File: src/rtl/axi_arbiter_w_n.sv
// ---------------------------------------------------------------------------
// axi_arbiter_w_n
//
// N-master AXI4 write-channel arbiter. One master at a time owns the shared
// slave write path. Its grant is held from the AW request through the W
// burst (up to WLAST) and until the B handshake completes. The grant is
// given as a one-hot vector for the per-master ready/valid gating and as a
// binary index that steers the interconnect write muxes.
//
// Handshake semantics: a transfer happens on a rising ACLK edge where both
// valid and ready of a channel are high. The per-master valids, WLAST and
// BREADY are qualified here with the current grant index g. AWREADY,
// WREADY and BVALID come from the already-muxed slave side.
//
// Parameters
//   N_MST        number of masters (2..16)
//   ARB_MODE     0 = round-robin, 1 = fixed priority (lowest index wins)
//   TIMEOUT_CYC  watchdog limit in cycles (used only with the watchdog)
//   IDX_W        grant index width, derived from N_MST
//
// Ports
//   ACLK, ARESET        clock; synchronous active-high reset
//   m_AWVALID[N_MST]    per-master write-address valid (grant requests)
//   m_WVALID[N_MST]     per-master write-data valid
//   m_WLAST[N_MST]      per-master last write beat
//   m_BREADY[N_MST]     per-master write-response ready
//   AWREADY/WREADY      slave-side address / data ready
//   BVALID              slave-side write-response valid
//   m_wgrnt[N_MST]      registered one-hot grant (all zero when idle)
//   wgrnt_idx[IDX_W]    binary grant index, meaningful while wgrnt_vld = 1
//   wgrnt_vld           a grant is active
//   arb_timeout         one-cycle watchdog abort pulse
//
// Build option
//   AXI_ARB_W_TIMEOUT_EN  when defined, a watchdog aborts a stalled grant
//                         after TIMEOUT_CYC cycles without a handshake of
//                         the granted master. When undefined, arb_timeout
//                         is tied low. The port list is the same either way.
//
// The FSM state is kept in the signal 'state' (state_t). Its encoding is
// fixed (IDLE=0, ADDR=1, DATA=2, RESP=3) so that checkers can bind to it.
// ---------------------------------------------------------------------------
module axi_arbiter_w_n #(
  parameter int N_MST       = 4,
  parameter int ARB_MODE    = 0,
  parameter int TIMEOUT_CYC = 1024,
  parameter int IDX_W       = $clog2(N_MST)
) (
  input  logic             ACLK,
  input  logic             ARESET,
  input  logic [N_MST-1:0] m_AWVALID,
  input  logic [N_MST-1:0] m_WVALID,
  input  logic [N_MST-1:0] m_WLAST,
  input  logic [N_MST-1:0] m_BREADY,
  input  logic             AWREADY,
  input  logic             WREADY,
  input  logic             BVALID,
  output logic [N_MST-1:0] m_wgrnt,
  output logic [IDX_W-1:0] wgrnt_idx,
  output logic             wgrnt_vld,
  output logic             arb_timeout
);

  // Reject unsupported configurations at elaboration time.
  if (N_MST < 2 || N_MST > 16 || ARB_MODE < 0 || ARB_MODE > 1 ||
      TIMEOUT_CYC < 1) begin : g_param_check
    $error("axi_arbiter_w_n: parameter out of range");
  end

  typedef enum logic [1:0] {
    IDLE = 2'd0,
    ADDR = 2'd1,
    DATA = 2'd2,
    RESP = 2'd3
  } state_t;

  state_t           state;
  state_t           state_nxt;

  // Index of the most recent grant. The round-robin search starts one above it.
  logic [IDX_W-1:0] ptr;

  logic [IDX_W-1:0] rr_win;
  logic             rr_found;
  logic [IDX_W-1:0] rr_cand;
  logic [IDX_W-1:0] fp_win;
  logic [IDX_W-1:0] win;
  logic [N_MST-1:0] win_oh;

  logic             any_req;
  logic             aw_hs;
  logic             w_last_hs;
  logic             b_hs;
  logic             load;       // capture a new winner on this edge
  logic             release_g;  // drop the grant on this edge
  logic             abort;      // watchdog expiry

  assign any_req   = |m_AWVALID;
  assign aw_hs     = m_AWVALID[wgrnt_idx] & AWREADY;
  assign w_last_hs = m_WVALID[wgrnt_idx] & WREADY & m_WLAST[wgrnt_idx];
  assign b_hs      = BVALID & m_BREADY[wgrnt_idx];

  // Round-robin: the first requester strictly after ptr, wrapping modulo
  // N_MST. ptr itself is examined last, so a sole requester still wins.
  always_comb begin
    rr_win   = ptr;
    rr_found = 1'b0;
    rr_cand  = '0;
    for (int k = 1; k <= N_MST; k++) begin
      rr_cand = IDX_W'((int'(ptr) + k) % N_MST);
      if (!rr_found && m_AWVALID[rr_cand]) begin
        rr_win   = rr_cand;
        rr_found = 1'b1;
      end
    end
  end

  // Fixed priority: the lowest set index wins. The scan runs downward so
  // that the last write is the lowest requester.
  always_comb begin
    fp_win = '0;
    for (int k = N_MST - 1; k >= 0; k--) begin
      if (m_AWVALID[IDX_W'(k)]) begin
        fp_win = IDX_W'(k);
      end
    end
  end

  assign win    = (ARB_MODE == 1) ? fp_win : rr_win;
  assign win_oh = N_MST'(1) << win;

  // Next-state logic. Only the B handshake, the watchdog and reset move the
  // FSM out of a granted state without following the address/data order.
  always_comb begin
    state_nxt = state;
    load      = 1'b0;
    release_g = 1'b0;
    case (state)
      IDLE: begin
        if (any_req) begin
          state_nxt = ADDR;
          load      = 1'b1;
        end
      end
      ADDR: begin
        // A single-beat write may finish its W beat in the same cycle as
        // its AW handshake. In that case the DATA state is skipped.
        if (aw_hs) begin
          if (w_last_hs) begin
            state_nxt = RESP;
          end else begin
            state_nxt = DATA;
          end
        end
      end
      DATA: begin
        if (w_last_hs) begin
          state_nxt = RESP;
        end
      end
      RESP: begin
        // Go straight to the next winner if anyone is waiting.
        // This avoids an idle bubble between back-to-back writes.
        if (b_hs) begin
          if (any_req) begin
            state_nxt = ADDR;
            load      = 1'b1;
          end else begin
            state_nxt = IDLE;
            release_g = 1'b1;
          end
        end
      end
      default: begin
        state_nxt = IDLE;
        release_g = 1'b1;
      end
    endcase
    if (abort) begin
      state_nxt = IDLE;
      load      = 1'b0;
      release_g = 1'b1;
    end
  end

  // State, grant and pointer registers. On a watchdog abort ptr is left
  // unchanged. It still holds g, so g has the lowest round-robin priority
  // afterwards. wgrnt_idx keeps its last value while no grant is active.
  always_ff @(posedge ACLK) begin
    if (ARESET) begin
      state     <= IDLE;
      m_wgrnt   <= '0;
      wgrnt_idx <= '0;
      wgrnt_vld <= 1'b0;
      ptr       <= IDX_W'(N_MST - 1);
    end else begin
      state <= state_nxt;
      if (load) begin
        m_wgrnt   <= win_oh;
        wgrnt_idx <= win;
        wgrnt_vld <= 1'b1;
        ptr       <= win;
      end else if (release_g) begin
        m_wgrnt   <= '0;
        wgrnt_vld <= 1'b0;
      end
    end
  end

`ifdef AXI_ARB_W_TIMEOUT_EN
  localparam int CNT_W = $clog2(TIMEOUT_CYC + 1);

  logic [CNT_W-1:0] to_cnt;
  logic             hs_g;

  // Any handshake of the granted master shows that it is still making progress.
  assign hs_g = ((state == ADDR) && aw_hs) ||
                ((state == DATA) && m_WVALID[wgrnt_idx] && WREADY) ||
                ((state == RESP) && b_hs);

  // The counter restarts on every new grant (load), on every handshake of g,
  // and whenever the FSM is idle or about to become idle.
  always_ff @(posedge ACLK) begin
    if (ARESET) begin
      to_cnt <= '0;
    end else if (load || hs_g || (state_nxt == IDLE)) begin
      to_cnt <= '0;
    end else begin
      to_cnt <= to_cnt + CNT_W'(1);
    end
  end

  // This decode comes only from registers. It is high for exactly one cycle,
  // because abort sends the FSM to IDLE on the next edge.
  assign abort       = (state != IDLE) && (to_cnt == CNT_W'(TIMEOUT_CYC));
  assign arb_timeout = abort;
`else
  assign abort       = 1'b0;
  assign arb_timeout = 1'b0;
`endif

endmodule

File: config.mk
export PLATFORM = sky130hd
export DESIGN_NAME = axi_arbiter_w_n
export DESIGN_NICKNAME = d
export VERILOG_FILES = /design/src/rtl/axi_arbiter_w_n.sv
export SDC_FILE = /design/constraint.sdc
export NUM_CORES = 1
export LEC_CHECK = 0
export CORE_MARGIN = 10
export CORE_UTILIZATION = 38
export DETAILED_ROUTE_END_ITERATION = 6
export GPL_TIMING_DRIVEN = 0
export PLACE_DENSITY_LB_ADDON = 0.05
export SYNTH_ARGS = -nofsm -noshare
export SYNTH_HDL_FRONTEND = slang
export SYNTH_SLANG_ARGS = --single-unit
File: constraint.sdc
create_clock -name ACLK -period 1.6 [get_ports ACLK]
set_input_delay 0.32 -clock ACLK [delete_from_list [all_inputs] [get_ports ACLK]]
set_output_delay 0.32 -clock ACLK [all_outputs]
set_load 0.01 [all_outputs]
==> results.py <==
metrics = {
    "sta": {
        "rsz0062_at_grt": "true",
        "fin_crit_ns": 1.577,
        "clock_skew_ns": 0.001934,
        "report.final.slew_viol_count": 0,
        "hold_violations": 0,
        "fmax_mhz": 634.3,
        "finalSetupViolCount": 0,
        "fin_crit_sh_pct": 98.53,
    },
    "logic_synthesis": {
        "ys_ff_latch": 11,
        "synth_flop_cell": "dfxtp_1",
        "ys_top_cells_by_area": "dfxtp_1 29%, ha_1 8.1%, o21ai_0 5.2%",
        "yosysWarnings": 0,
        "synth_top_area_share_pct": 28.57,
        "ys_async_sr_fraction_pct": 0,
        "synth.distinct_cells": 33,
        "syn_nets": 115,
        "ys_seq_area_share_pct": 28.57,
        "yosysTopAreaCell": "dfxtp_1",
        "syn_avg_cell_area_um2": 8.660,
        "synth-edff-count": 0,
        "synth_cells": 89,
        "synthesis.area_um2": 770.7,
    },
    "route": {
        "drcViolationCount": 0,
        "first_pass_iters": 4,
        "viasPerCell": 5.325,
        "postRouteAntennaNets": 0,
        "drtIter0Drc": 28,
        "wl_um": 2241,
        "num_vias": 820,
        "wl_per_cell_um": 14.55,
    },
    "global_routing": {
        "met1_usage_pct": 13.20,
        "busiest_layer": "met2",
        "met2_usage_pct": 15.89,
        "grt_first_pass_wirelength_um": 3532,
        "antenna_found_initial": 0,
        "grt_start_max_net_pins": 8,
        "overflow": 0,
        "first_global_vias": 800,
        "grt_use_met3_pct": 3.780,
        "grt_use_total_pct": 10.39,
    },
    "floorplanning": {
        "row_count": 16,
        "core_area_um2": 1942,
        "die_area_um2": 4230,
        "io_pins": 29,
        "die_x_um": 65.04,
        "start_util_pct": 39.69,
        "die_y_um": 65.04,
    },
    "clocking": {
        "hold_buffers": 0,
        "clockRootBuffer": "clkbuf_4",
        "cts_buffer_depth": 2,
        "htreeDepth": 1,
        "clock_latency_ns": 0.28,
        "cts_sinks": 11,
        "cts_buffers": 3,
        "cts_tree": "yes",
        "clkTransAtPathRegs_ns": 0.07,
    },
    "placement": {
        "placed_cells": 143,
        "place_area_um2": 1082,
        "place_congestion": 0.7650,
        "dpl.hpwl_um": 1687,
        "port_buffers": 27,
    },
    "worst_setup_path": {
        "endpoint_kind": "register",
        "cp.arrival_ns": 1.75,
        "r2r_slack_ns": 0.02,
        "path_max_fanout": 5,
        "critical_path_required_ns": 1.77,
        "criticalPathCategory": "register to register",
        "cp-start-kind": "register",
    },
    "run_status": {
        "status": "finished, final reports clean",
    },
    "power_and_ir_drop": {
        "clkPwrFrac_pct": 8.9,
        "internal_power_w": 0.001334,
        "p_leak_nw": 0.4737,
        "peakVddDrop_mv": 0.9455,
        "power_switching_share_pct": 40.89,
        "p_seq_share_pct": 22.4,
        "power_per_cell_area_nw_per_um2": 1784,
        "switchingPower_w": 0.0009229,
        "p_comb_share_pct": 68.7,
    },
    "run": {
        "maxCapViolations": 0,
    },
    "layout": {
        "fin_nets": 154,
        "layout-area-overhead-vs-synth_pct": 64.12,
        "fillers": 170,
        "design_area_um2": 1265,
        "drive_gt1_share_pct": 28.35,
        "antenna_cells": 0,
        "final_cell_mix": "23 x clkdlybuf4s50_1, 10 x nand2_1, 7 x o21ai_0, 7 x dfxtp_1, 5 x buf_4",
        "final_common_cell": "clkdlybuf4s50_1",
        "final_cells": 154,
    },
    "min_path": {
        "worst_hold_path_type": "register to register",
    },
}
==> metrics by stage <==
stage	setup WS, ns	TNS (ns)	utilization, %	power [W]	hold slack [ns]
after detailed placement	-0.6239	-5.097	55.73	0.001630	0.4585
after global placement	-0.6273	-5.038	55.73	0.001616	0.4505
final	0.02347	0	65.14	0.002257	0.4745
after CTS	-0.001931	-0.001931	62.56	0.002073	0.4747
after global routing	-0.03611	-0.1261	65.14	0.002439	0.5140
after floorplan	0.008008	0	-	0.001281	0.3794
==> power groups by stage <==
stage / clock (W) / combinational [W] / sequential, W
floorplan: 0 / 0.000767 / 0.000514
global placement: 0 / 0.00112 / 0.000499
detailed placement: 0 / 0.00112 / 0.000505
CTS: 0.000197 / 0.00138 / 0.000500
global route: 0.000223 / 0.00169 / 0.000522
finish: 0.000200 / 0.00155 / 0.000505
==> routing by layer <==
metal | share of wire [%] | vias to the layer above
met4 | 1.2 | 0
met5 | 0 | -
met2 | 43 | 35
met3 | 7.9 | 5
met1 | 48 | 374
li1 | - | 406
==> kinds of logic (layout without fill, tap and decap cells) <==
logic type | Yosys count | after routing | synth area share (%)
flip-flops | 11 | 11 | 28.57
adder cells (fa/ha/maj) | 5 | 5 | 8.117
AND/OR/NAND/NOR | 31 | 31 | 21.75
AO/OA/AOI/OAI | 30 | 30 | 29.87
buffers and inverters | 7 | 45 | 4.383
other | 1 | 1 | 0.4865
multiplexers | 4 | 4 | 6.818
==> Yosys cell counts, types with 2 or more instances <==
library cell	number
nor2b_1	2
nor3_1	2
a22o_1	3
dfxtp_1	11
nor2_1	4
a32o_1	2
nand3_1	4
ha_1	5
buf_4	2
inv_1	5
a21oi_1	6
nand2b_1	2
o211ai_1	2
mux2i_1	3
nand2_1	10
o21ai_0	8
a21o_1	2
==> what timing repair did <==
item | 4_1_cts | 5_1_grt
gates resized for setup | 18 | 9
endpoints found under the setup margin | 11 | 11
setup buffers | 6 | 1
pin swaps | 6 | 8
==> state kept, by name, summed over array words and instances, names as in the netlist <==
name,cells
m_wgrnt,4
ptr,2
state,2
wgrnt_idx,2
wgrnt_vld,1
==> critical path, stage by stage (launching register included) <==
cell	delay (ns)
dfxtp_2	0.33
buf_6	0.14
mux2i_4	0.25
o22ai_4	0.12
a21o_4	0.24
and3_4	0.16
a32o_1	0.23
==> path summary, 6_finish.rpt <==
path	to	cells past startpoint	start
worst max-delay path	m_wgrnt[3]	6	wgrnt_idx[0]
worst min-delay path	m_wgrnt[2]	1	m_wgrnt[2]
worst max register to register	m_wgrnt[3]	6	wgrnt_idx[0]
worst min register to register	m_wgrnt[2]	1	m_wgrnt[2]
==> area by class of cell <==
class                   count  area, um2  area share [%]
repair buffers             34      329.1           26.01
plain buffers               2      18.77           1.484
multi-input cells          71      610.6           48.27
clock buffers               4      26.28           2.077
well taps                  27      33.78           2.671
inverters                   5      18.77           1.484
flip-flops and latches     11      227.7           18.00
Power figures use the tool's default switching activity.
